===== config.mk =====
export PLATFORM = sky130hd
export DESIGN_NAME = ahblite_busmatrix_outputstage_rom
export DESIGN_NICKNAME = d
export VERILOG_FILES = /design/src/rtl/ahblite_busmatrix_pkg.sv /design/src/rtl/ahblite_busmatrix_arb_core.sv /design/src/rtl/ahblite_busmatrix_outputstage_rom.sv
export SDC_FILE = /design/constraint.sdc
export NUM_CORES = 1
export LEC_CHECK = 0
export CELL_PAD_IN_SITES_DETAIL_PLACEMENT = 1
export CELL_PAD_IN_SITES_GLOBAL_PLACEMENT = 1
export CORE_MARGIN = 3
export CORE_UTILIZATION = 18
export CTS_CLUSTER_SIZE = 8
export DETAILED_ROUTE_END_ITERATION = 10
export MAX_ROUTING_LAYER = met4
export PLACE_DENSITY = 0.95
export REMOVE_ABC_BUFFERS = 1
export SLEW_MARGIN = 20
export SYNTH_ARGS = -nofsm -noshare
export SYNTH_HDL_FRONTEND = slang
export SYNTH_SLANG_ARGS = --single-unit

===== constraint.sdc =====
create_clock -name HCLK -period 4.02 [get_ports HCLK]
set_input_delay 0.603 -clock HCLK [delete_from_list [all_inputs] [get_ports HCLK]]
set_output_delay 0.603 -clock HCLK [all_outputs]
set_load 0.01 [all_outputs]

===== src/rtl/ahblite_busmatrix_pkg.sv =====
// Shared types for the AHB-lite bus matrix output stages.
// Transfer/owner encodings and the address-phase bundle.
package ahblite_busmatrix_pkg;

  typedef enum logic [1:0] {
    HT_IDLE   = 2'b00,
    HT_BUSY   = 2'b01,
    HT_NONSEQ = 2'b10,
    HT_SEQ    = 2'b11
  } htrans_e;

  typedef enum logic [1:0] {
    OWN_NONE  = 2'b00,
    OWN_ICODE = 2'b01,
    OWN_DCODE = 2'b10
  } owner_e;

  typedef struct packed {
    logic [31:0] addr;
    logic [1:0]  trans;
    logic        write;
    logic [2:0]  size;
    logic [2:0]  burst;
    logic [3:0]  prot;
    logic        lock;
  } ahb_aphase_t;

  localparam ahb_aphase_t APHASE_IDLE = '0;

  function automatic logic is_req(
    input logic       sel,
    input logic [1:0] trans
  );
    return sel & trans[1];
  endfunction

  // Owner keeps the slave mid-burst or while locked.
  function automatic logic holds(
    input logic [1:0] trans,
    input logic       lock
  );
    return lock |
           (trans == HT_SEQ) |
           (trans == HT_BUSY);
  endfunction

endpackage


===== src/rtl/ahblite_busmatrix_arb_core.sv =====
// Next-owner priority logic with ICODE starvation guard.
// Shared by the ROM, RAM and peripheral output stages.
import ahblite_busmatrix_pkg::*;

module ahblite_busmatrix_arb_core #(
  parameter int unsigned STARVE_LIMIT = 4
) (
  input  logic       HCLK,
  input  logic       HRESETn,
  input  logic       arb_en,
  input  logic       req_icode,
  input  logic       req_dcode,
  input  owner_e     owner,
  input  logic [1:0] trans_icode,
  input  logic [1:0] trans_dcode,
  input  logic       lock_icode,
  input  logic       lock_dcode,
  output owner_e     next_owner
);

  localparam logic [3:0] LIMIT =
    4'(STARVE_LIMIT);

  logic [3:0] starve_cnt;
  logic       hold;
  logic       starved;

  always_comb begin
    hold = 1'b0;
    unique case (owner)
      OWN_ICODE:
        hold = holds(trans_icode, lock_icode);
      OWN_DCODE:
        hold = holds(trans_dcode, lock_dcode);
      default:
        hold = 1'b0;
    endcase
  end

  assign starved =
    (starve_cnt == LIMIT) & req_icode;

  always_comb begin
    next_owner = OWN_NONE;
    priority case (1'b1)
      hold:      next_owner = owner;
      starved:   next_owner = OWN_ICODE;
      req_dcode: next_owner = OWN_DCODE;
      req_icode: next_owner = OWN_ICODE;
      default:   next_owner = OWN_NONE;
    endcase
  end

  always_ff @(posedge HCLK) begin
    if (!HRESETn) begin
      starve_cnt <= '0;
    end else if (arb_en) begin
      if (next_owner == OWN_ICODE ||
          !req_icode) begin
        starve_cnt <= '0;
      end else if (starve_cnt != LIMIT) begin
        starve_cnt <= starve_cnt + 4'd1;
      end
    end
  end

endmodule


===== src/rtl/ahblite_busmatrix_outputstage_rom.sv =====
// ROM output stage: arbitrates ICODE/DCODE, muxes the
// address phase and tracks data-phase ownership.
import ahblite_busmatrix_pkg::*;

module ahblite_busmatrix_outputstage_rom #(
  parameter int unsigned STARVE_LIMIT = 4
) (
  input  logic        HCLK,
  input  logic        HRESETn,
  input  logic        HSEL_Decoder_ICODE_ROM,
  input  logic [31:0] HADDR_ICODE,
  input  logic [1:0]  HTRANS_ICODE,
  input  logic        HWRITE_ICODE,
  input  logic [2:0]  HSIZE_ICODE,
  input  logic [2:0]  HBURST_ICODE,
  input  logic [3:0]  HPROT_ICODE,
  input  logic        HMASTLOCK_ICODE,
  input  logic        HSEL_Decoder_DCODE_ROM,
  input  logic [31:0] HADDR_DCODE,
  input  logic [1:0]  HTRANS_DCODE,
  input  logic        HWRITE_DCODE,
  input  logic [2:0]  HSIZE_DCODE,
  input  logic [2:0]  HBURST_DCODE,
  input  logic [3:0]  HPROT_DCODE,
  input  logic        HMASTLOCK_DCODE,
  input  logic        HREADYOUT_ROM,
  output logic        ACTIVE_Outputstage_ROM_ICODE,
  output logic        ACTIVE_Outputstage_ROM_DCODE,
  output logic        HREADYOUT_Outputstage_ROM_ICODE,
  output logic        HREADYOUT_Outputstage_ROM_DCODE,
  output logic        HSEL_ROM,
  output logic [31:0] HADDR_ROM,
  output logic [1:0]  HTRANS_ROM,
  output logic        HWRITE_ROM,
  output logic [2:0]  HSIZE_ROM,
  output logic [2:0]  HBURST_ROM,
  output logic [3:0]  HPROT_ROM,
  output logic        HMASTLOCK_ROM,
  output logic        HREADY_ROM
);

  owner_e      addr_owner;
  owner_e      data_owner;
  owner_e      next_owner;
  ahb_aphase_t ap_icode;
  ahb_aphase_t ap_dcode;
  ahb_aphase_t ap_rom;
  logic        req_icode;
  logic        req_dcode;

  assign ap_icode = '{
    addr:  HADDR_ICODE,
    trans: HTRANS_ICODE,
    write: HWRITE_ICODE,
    size:  HSIZE_ICODE,
    burst: HBURST_ICODE,
    prot:  HPROT_ICODE,
    lock:  HMASTLOCK_ICODE
  };

  assign ap_dcode = '{
    addr:  HADDR_DCODE,
    trans: HTRANS_DCODE,
    write: HWRITE_DCODE,
    size:  HSIZE_DCODE,
    burst: HBURST_DCODE,
    prot:  HPROT_DCODE,
    lock:  HMASTLOCK_DCODE
  };

  assign req_icode = is_req(
    HSEL_Decoder_ICODE_ROM, HTRANS_ICODE);
  assign req_dcode = is_req(
    HSEL_Decoder_DCODE_ROM, HTRANS_DCODE);

  ahblite_busmatrix_arb_core #(
    .STARVE_LIMIT (STARVE_LIMIT)
  ) u_arb (
    .HCLK        (HCLK),
    .HRESETn     (HRESETn),
    .arb_en      (HREADYOUT_ROM),
    .req_icode   (req_icode),
    .req_dcode   (req_dcode),
    .owner       (addr_owner),
    .trans_icode (HTRANS_ICODE),
    .trans_dcode (HTRANS_DCODE),
    .lock_icode  (HMASTLOCK_ICODE),
    .lock_dcode  (HMASTLOCK_DCODE),
    .next_owner  (next_owner)
  );

  // Ownership only moves when the slave accepts a beat.
  always_ff @(posedge HCLK) begin
    if (!HRESETn) begin
      addr_owner <= OWN_NONE;
      data_owner <= OWN_NONE;
    end else if (HREADYOUT_ROM) begin
      addr_owner <= next_owner;
      data_owner <= ap_rom.trans[1] ?
                    addr_owner : OWN_NONE;
    end
  end

  always_comb begin
    ap_rom = APHASE_IDLE;
    unique case (addr_owner)
      OWN_ICODE: ap_rom = ap_icode;
      OWN_DCODE: ap_rom = ap_dcode;
      default:   ap_rom = APHASE_IDLE;
    endcase
  end

  assign HSEL_ROM      = (addr_owner != OWN_NONE);
  assign HADDR_ROM     = ap_rom.addr;
  assign HTRANS_ROM    = ap_rom.trans;
  assign HWRITE_ROM    = ap_rom.write;
  assign HSIZE_ROM     = ap_rom.size;
  assign HBURST_ROM    = ap_rom.burst;
  assign HPROT_ROM     = ap_rom.prot;
  assign HMASTLOCK_ROM = ap_rom.lock;
  assign HREADY_ROM    = HREADYOUT_ROM;

  assign ACTIVE_Outputstage_ROM_ICODE =
    (addr_owner == OWN_ICODE);
  assign ACTIVE_Outputstage_ROM_DCODE =
    (addr_owner == OWN_DCODE);

  assign HREADYOUT_Outputstage_ROM_ICODE =
    (data_owner == OWN_ICODE) ?
    HREADYOUT_ROM : 1'b1;
  assign HREADYOUT_Outputstage_ROM_DCODE =
    (data_owner == OWN_DCODE) ?
    HREADYOUT_ROM : 1'b1;

endmodule


Yosys cells after proc, flatten, opt, wreduce, memory -nomap -nowiden
Index checks and enable logic that the tools add are counted.
- add/subtract/negate cells: 1
- bitwise gates (word level): 7
- eq/ne operators: 11
- muxes and demuxes: 11
- reduce and logical (&&, ||, !) cells: 5
- operators with widths (kind ; number):
    46-bit case mux with 2 select lines ; 1
    2-bit by 1-bit equality test with 1-bit output, second input constant ; 5
    2-bit equality test, second input constant ; 4
    2-bit 2-to-1 mux ; 4
    4-bit 2-to-1 mux ; 2
    4-bit by 1-bit adder with 4-bit output, second input constant ; 1
    4-bit by 3-bit equality test with 1-bit output, second input constant ; 1
    4-bit by 3-bit != test with 1-bit output, second input constant ; 1
    1-bit bitwise OR ; 4
    2-bit nonzero test ; 2
    1-bit bitwise AND ; 3
    1-bit 2-to-1 mux ; 3
    1-bit case mux with 2 select lines ; 1
    2-bit AND reduction ; 1
    1-bit zero test ; 1
    1-bit logical OR ; 1
- logic and storage cells: 38
- output and inout port bits: 52
- bits of input ports: 97
- register bits: 8

Logic depth before layout (Yosys ltp)
Gate-level depths: netlist (run 1).
- depth in word-level cells: 9
- depth in mapped cells: 7
- depth with buffers taken out: 6

Cells and area by module
A second synthesis (run 1) with hierarchy kept.
- cell total of the unflattened synthesis: 181
- area, all modules: 1420.1 µm²
- by module, submodules not included (module ; seq. area each (µm²) ; times used ; area each (µm²) ; cells an instance):
    ahblite_busmatrix_outputstage_rom ; 80.1 ; 1 ; 1056.0 ; 135
    ahblite_busmatrix_arb_core ; 80.1 ; 1 ; 364.1 ; 46

Worst setup path before layout (run 1)
Ideal clock, no wire load.
- kind: reg-to-output
- start: reg addr_owner[0]
- end: out HADDR_ROM[0]
- slack: 2.032 ns
- buffers on the path: 2
- cell stages (with the launch flop): 7
- arrival time: 1.385 ns
- path through: dfxtp_1 -> inv_1 -> ha_1 -> buf_4 -> clkbuf_1 -> a22oi_1 -> nor2b_1
- cells in the longest elaborated chain, start to end: 2
- elaborated cells on any way between the ends: 3
- classes of those cells: eq/ne: 2; mux: 1
- RTL lines (what ; RTL line ; RTL):
    from (decl) ; ahblite_busmatrix_outputstage_rom.sv:42 ; owner_e addr_owner;
    from (signal assigned) ; ahblite_busmatrix_outputstage_rom.sv:98 ; addr_owner <= next_owner;
    2-bit equality test ; - ;
    net ACTIVE_Outputstage_ROM_DCODE ; ahblite_busmatrix_outputstage_rom.sv:28 ; output logic ACTIVE_Outputstage_ROM_DCODE,
    46-bit case mux with 2 select lines ; ahblite_busmatrix_outputstage_rom.sv:106 ; unique case (addr_owner)
    to (decl) ; ahblite_busmatrix_outputstage_rom.sv:32 ; output logic [31:0] HADDR_ROM,
The timed path passes the listed nets, and every way through them passes these cells.

Worst setup path after layout (run 1)
- start: reg addr_owner[0]
- end: out HTRANS_ROM[1]
- cells in the longest elaborated chain, start to end: 2
- elaborated cells on any way between the ends: 3
- classes of those cells: eq/ne: 2; mux: 1
- RTL lines (what ; RTL line ; RTL):
    2-bit equality test / 2-bit by 1-bit equality test with 1-bit output (equally long branches) ; ahblite_busmatrix_outputstage_rom.sv:106 ;
    46-bit case mux with 2 select lines (*) ; ahblite_busmatrix_outputstage_rom.sv:106 ;
    to (decl) ; ahblite_busmatrix_outputstage_rom.sv:33 ; output logic [1:0] HTRANS_ROM,
Mark *: on every way between the ends. The rest lies on a longest branch, timed or not.

==> summary.md, run 1 <==
| Metric | Value |
|---|---|
| Outcome | finished clean |
| Initial Util | 19.2% |
| Total negative slack | 0 ps |
| Rows | 29 |
| Root buffer cell | clkbuf_8 |
| Vias in the first global route | 1,950 |
| Dpl cell area | 2780 um2 |
| H-tree levels | 1 |
| Synth Instances | 171 |
| Fmax | 322 MHz |
| Synth Cell Area | 1250 um2 |
| Power per Cell Area | 148 nW/um2 |
| Detailed Route Iter0 Violations | 52 |
| Maxcap violations | 0 |
| Startpoint Class | register |
| Via count | 1,886 |
| Min Hold Slack | 490 ps |
| Largest net degree at the start of global routing | 48 |
| Standby leakage power | 0.877 nW |
| Die Area | 8000 um2 |
| Max Slew Vio Count | 0 |
| Endpoints failing setup | 0 |
| Gpl congestion | 0.798 |
| Area growth syn-to-layout | 125% |
| R2r setup slk | 1500 ps |
| Postcts setup bufs | 0 |
| CP max FO | 47 |
| WP data required | 3420 ps |
| Power Total | 0.417 mW |
| Antenna-violating nets left | 0 |
| Max Buffers Root-to-Sink | 2 |
| Skew final | 9.52 ps |
| Yosys top cell by area | a22oi_1 |
| Port-buffer cells | 148 |
| Worst Tran Pin Value | 972 ps |
| Layout cell share with drive strength beyond 1 | 5.21% |
| CP max stage delay | 840 ps |
| # resized after CTS | 0 |
| Sink Count | 8 |
| Overall Global Routing Usage | 15.4% |
| Chip height | 89.5 um |
| Hold_buf cts | 0 |
| Post-synthesis cell type count | 29 |
| Drt total wl | 6460 um |
| Placed insts | 381 |
| Nets@finish | 411 |
| WL per Instance | 16.8 um |
| Yosys top cell area share | 28.7% |
| Hpwl dp | 5190 um |
| Initial antenna violation count | 0 |
| Period utilization | 77.3% |
| Critical path class | register to output pin |
| Sequential area share after synthesis | 12.8% |
| Post-layout instance area | 2820 um2 |
| Crit path DAT | 2500 ps |
| Tmin final | 3110 ps |
| # IOs | 149 |
| Fin. Hold Viols | 0 |
| Flops & latches, synth | 8 |
| Yosys warnings | 0 |
| Post-layout util | 43.1% |
| Via/cell ratio | 4.91 |
| Antenna fix cells | 0 |
| Crit-path slowest cell | ha_2 |
| Residual DRC | 0 |
| Worst-path clk slew | 40 ps |
| Slew headroom | 35.2% |
| Synth top area cells | a22oi_1 29%, nor2b_1 23%, dfxtp_1 13%, ha_1 5.0%, clkbuf_1 4.2% |
| Maximum vdd drop | 0.000162 V |
| First-pass GRT wire length | 9580 um |
| Pre-CTS setup slack | 1070 ps |
| Num CTS Buffers | 3 |
| CP Cell Sequence | inv_1 -> ha_2 -> a22oi_1 -> nor2b_1 -> clkdlybuf4s50_1 |
| Core box area | 6530 um2 |
| CTS tree | yes |
| Synthesized area per cell | 7.33 um2 |
| Die width | 89.5 um |
| Worst setup EP type | output pin |
| TritonRoute pass-1 iters | 4 |
| Remaining Overflow, GRT | 0 |
| Final WS setup | 914 ps |
| RSZ-0062 raised after global routing | no |
| Clock Latency Late Sink | 240 ps |
| Hold Path Class | register to register |
| Finished Layout Cells | 384 |
==> flip-flops by register name, indices dropped and copies added (netlist names) <==
register          count
data_owner            2
u_arb.starve_cnt      4
addr_owner            2
==> critical path: cells and delay by family (launching register included) <==
family,cells,cell delay (ps)
AND/OR/NAND/NOR,1,240
buffers and inverters,2,700
adder cells (fa/ha/maj),1,840
flip-flops,1,340
AO/OA/AOI/OAI,1,150
==> cells in the mapped netlist, drive strengths merged <==
cell type / instances
a311o: 2
o311a: 1
a22oi: 50
and2: 1
ha: 5
a31o: 1
nand4: 2
nand2: 8
nor3: 1
inv: 6
or3: 1
and3: 1
nand3b: 1
buf: 3
a21bo: 1
o32a: 2
nand3: 3
a41oi: 1
a21boi: 5
nand2b: 1
nor2b: 47
o21ai: 3
a31oi: 1
or2: 2
dfxtp: 8
clkbuf: 14
==> logic make-up after synthesis <==
group | synth area share, %
simple gates | 32.5
compound gates | 41.9
buf+inv | 7.78
flops | 12.8
fa+ha+maj | 4.99
==> final cells by class <==
| class | count | area [um2] |
|---|---|---|
| Clock buffer | 3 | 41.3 |
| Inverter | 6 | 22.5 |
| Tap cell | 77 | 96.3 |
| Multi-Input combinational cell | 140 | 1000 |
| Timing Repair Buffer | 150 | 1500 |
| Fill cell | 773 | 3710 |
| Sequential cell | 8 | 160 |
==> layer usage <==
layer / vias to the layer above / wire (um) / track usage [%]
li1: 908 / - / -
met1: 874 / 2410 / 16.0
met2: 98 / 3390 / 29.7
met3: 6 / 608 / 3.50
met4: 0 / 46 / 2.44
met5: - / 0 / -
==> path summary, 6_finish.rpt <==
kind	startpoint	endpoint	cells past startpoint
max	addr_owner[0]	HTRANS_ROM[1]	5
min	data_owner[1]	data_owner[1]	2
max reg2reg	addr_owner[0]	u_arb.starve_cnt[0]	6
min reg2reg	data_owner[1]	data_owner[1]	2
==> cells in the final DEF, fill, tap and decap left out, drive strengths merged <==
cell type      instances
clkdlybuf4s50        148
a22oi                 50
nor2b                 47
nand2                  8
dfxtp                  8
inv                    6
a21boi                 5
ha                     5
o21ai                  3
nand3                  3
clkbuf                 3
or2                    2
nand4                  2
a311o                  2
o32a                   2
buf                    2
and2                   1
or3                    1
o311a                  1
and3                   1
nand2b                 1
a21bo                  1
a41oi                  1
nor3                   1
a31oi                  1
nand3b                 1
a31o                   1
==> power by group <==
group / switching [mW] / internal, mW / total (mW) / leakage (nW)
combinational: 0.0838 / 0.148 / 0.232 / 0.791
sequential: 0.00278 / 0.0817 / 0.0845 / 0.0649
clock: 0.0353 / 0.0652 / 0.100 / 0.0216
Note: power is estimated with default switching activity, not from simulation.
==> run 2: changes to the inputs <==
--- a/config.mk
+++ b/config.mk
@@ -8,11 +8,11 @@
 export CELL_PAD_IN_SITES_DETAIL_PLACEMENT = 1
 export CELL_PAD_IN_SITES_GLOBAL_PLACEMENT = 1
 export CORE_MARGIN = 3
-export CORE_UTILIZATION = 18
+export CORE_UTILIZATION = 16
 export CTS_CLUSTER_SIZE = 8
 export DETAILED_ROUTE_END_ITERATION = 10
 export MAX_ROUTING_LAYER = met4
-export PLACE_DENSITY = 0.95
+export PLACE_DENSITY = 0.91
 export REMOVE_ABC_BUFFERS = 1
 export SLEW_MARGIN = 20
 export SYNTH_ARGS = -nofsm -noshare
==> constraint.sdc (replaced) <==
create_clock -name HCLK -period 3.05 [get_ports HCLK]
set_input_delay 0.4575 -clock HCLK [delete_from_list [all_inputs] [get_ports HCLK]]
set_output_delay 0.4575 -clock HCLK [all_outputs]
set_load 0.01 [all_outputs]
==> run 2 against run 1 <==
Non-clock buffer count increased by 4. Routed wire length increased by 0.29%. Global-route usage decreased by 1.5 points. Sequential share of layout area decreased by 0.11 points. Utilization decreased by 4.3 points. Critical path type unchanged.
==> summary.md, run 2 (synthesis gave the netlist of run 1 again) <==
| Metric | Value |
|---|---|
| Outcome | finished clean (unchanged) |
| Num CTS Buffers | 3 (unchanged) |
| Skew final | 0.845 ps (was 9.52 ps) |
| Hold depth | 2 (unchanged) |
| Dpl cell area | 2830 um2 (was 2780 um2) |
| Remaining Overflow, GRT | 0 (unchanged) |
| Drt total wl | 6470 um (was 6460 um) |
| Vias in the first global route | 2,068 (was 1,950) |
| Largest net degree at the start of global routing | 44 (was 48) |
| Standby leakage power | 0.898 nW (was 0.877 nW) |
| Postcts setup bufs | 0 (unchanged) |
| Nets@finish | 415 (was 411) |
| # resized after CTS | 0 (unchanged) |
| HP Start | data_owner[0] (was data_owner[1]) |
| Worst-path clk slew | 40 ps (about the same) |
| DR top layer | met4 (unchanged) |
| Reg-to-reg startpoint | addr_owner[1] (was addr_owner[0]) |
| Detailed Route Iter0 Violations | 34 (was 52) |
| Die Area | 8930 um2 (was 8000 um2) |
| Antenna-violating nets left | 0 (unchanged) |
| Hpwl dp | 5300 um (was 5190 um) |
| Max Slew Vio Count | 0 (unchanged) |
| Fillers | 872 (was 773) |
| Hold_buf cts | 0 (unchanged) |
| Max Buffers Root-to-Sink | 2 (unchanged) |
| Endpoints failing setup | 0 (unchanged) |
| Antenna fix cells | 0 (unchanged) |
| First-pass GRT wire length | 9850 um (was 9580 um) |
| Finished Layout Cells | 410 (was 384) |
| CTS tree | yes (unchanged) |
| Largest registers | u_arb.starve_cnt: 4 flops, addr_owner: 2 flops, data_owner: 2 flops (unchanged) |
| Initial Util | 16.9% (was 19.2%) |
| Fmax | 376 MHz |
| Via count | 1,903 (was 1,886) |
| Residual DRC | 0 (unchanged) |
| Hold Path Class | register to register (unchanged) |
| Most flops, register | u_arb.starve_cnt (unchanged) |
| Via/cell ratio | 4.64 (was 4.91) |
| Maximum vdd drop | 0.000150 V (was 0.000162 V) |
| Chip height | 94.5 um (was 89.5 um) |
| Rows | 31 (was 29) |
| Placed insts | 407 (was 381) |
| Most common cell after layout, fill and taps aside | clkdlybuf4s50_1 (unchanged) |
| Port-buffer cells | 148 (unchanged) |
| Clock Latency Late Sink | 230 ps (was 240 ps) |
| Die width | 94.5 um (was 89.5 um) |
| Worst setup EP type | output pin (unchanged) |
| Reg2Reg Depth | 5 (was 6) |
| # IOs | 149 (unchanged) |
| Post-layout instance area | 2880 um2 (was 2820 um2) |
| Min Hold Slack | 498 ps (was 490 ps) |
| Crit path DAT | 2200 ps (was 2500 ps) |
| M1 wire length | 2370 um (was 2410 um) |
| RR Endpoint | u_arb.starve_cnt[3] (was u_arb.starve_cnt[0]) |
| Overall Global Routing Usage | 13.8% (was 15.4%) |
| Layout cell share with drive strength beyond 1 | 6.43% (was 5.21%) |
| Core box area | 7410 um2 (was 6530 um2) |
| Power per Cell Area | 191 nW/um2 (was 148 nW/um2) |
| Initial antenna violation count | 0 (unchanged) |
| Commonest cells after routing, fill and taps aside | 148 x clkdlybuf4s50_1, 48 x a22oi_1, 47 x nor2b_1 (unchanged) |
| WP data required | 2590 ps (was 3420 ps) |
| Critical path class | register to output pin (unchanged) |
| Period utilization | 87.1% |
| Fin. Hold Viols | 0 (unchanged) |
| Maxcap violations | 0 (unchanged) |
| Sink Count | 8 (unchanged) |
| CP max FO | 43 (was 47) |
| Startpoint Class | register (unchanged) |
| Slew headroom | 65.8% (was 35.2%) |
| Max reg flops | 4 (unchanged) |
| R2r setup slk | 1290 ps (was 1500 ps) |
| H-tree levels | 1 (unchanged) |
| Met3 WL post-DR | 599 um (was 608 um) |
| RSZ-0062 raised after global routing | no (unchanged) |
| Tmin final | 2660 ps |
| Total negative slack | 0 ps (unchanged) |
| Worst Tran Pin Value | 509 ps (was 972 ps) |
| Gpl congestion | 0.789 (was 0.798) |
| Met2 wire length | 3460 um (was 3390 um) |
| WL per Instance | 15.8 um (was 16.8 um) |
| Post-layout util | 38.8% (was 43.1%) |
| WHS Endpoint | data_owner[0] (was data_owner[1]) |
| Area growth syn-to-layout | 129% (was 125%) |
| Root buffer cell | clkbuf_8 (unchanged) |
| TritonRoute pass-1 iters | 4 (unchanged) |
==> run 2: cell count changes in the layout (fill, tap and decap cells not counted) <==
cell   previous run  this run
buf_4             2         6
==> run 2: metrics by stage <==
stage | power (mW) | setup slack (ps)
after CTS | 0.555 | 350
after global placement | 0.417 | 689
after detailed placement | 0.425 | 599
after global routing | 0.582 | 253
after floorplan | 0.220 | 625
final | 0.549 | 393
==> run 2: metal layers <==
| metal | vias up | global-route usage, % |
|---|---|---|
| li1 | 918 | - |
| met1 | 894 | 14.5 |
| met2 | 86 | 27.2 |
| met3 | 5 | 2.55 |
| met4 | 0 | 1.80 |
| met5 | - | - |
==> run 2: how the worst max path moves through the flow <==
| stage | slack (ps) | to | cells past startpoint | start |
|---|---|---|---|---|
| floorplan | 620 | u_arb.starve_cnt[1] | 6 | addr_owner[0] |
| global placement | 690 | HREADYOUT_Outputstage_ROM_ICODE | 5 | HREADYOUT_ROM |
| CTS | 350 | HADDR_ROM[10] | 5 | addr_owner[1] |
| detailed placement | 600 | HADDR_ROM[10] | 5 | addr_owner[1] |
| global route | 250 | HADDR_ROM[10] | 5 | addr_owner[1] |
| finish | 390 | HADDR_ROM[10] | 5 | addr_owner[1] |
==> run 2: critical path, cell delays in order, from the launching register on <==
cell and delay [ps]:
dfxtp_1 380, inv_1 80, ha_1 360, buf_4 350, nor2b_1 220, clkdlybuf4s50_1 580
==> run 2: layout make-up <==
class	instances	area, um2	share of cell area (%)
Clock buffer	3	41.3	1.44
Inverter	6	22.5	0.783
Multi-Input combinational cell	140	1000	34.8
Sequential cell	8	160	5.57
Tap cell	99	124	4.31
Timing Repair Buffer	154	1530	53.1
==> run 2: report_power, final <==
group	switching [mW]	internal [mW]	total, mW
clock network	0.0423	0.0856	0.128
logic	0.112	0.198	0.310
registers	0.00307	0.108	0.111
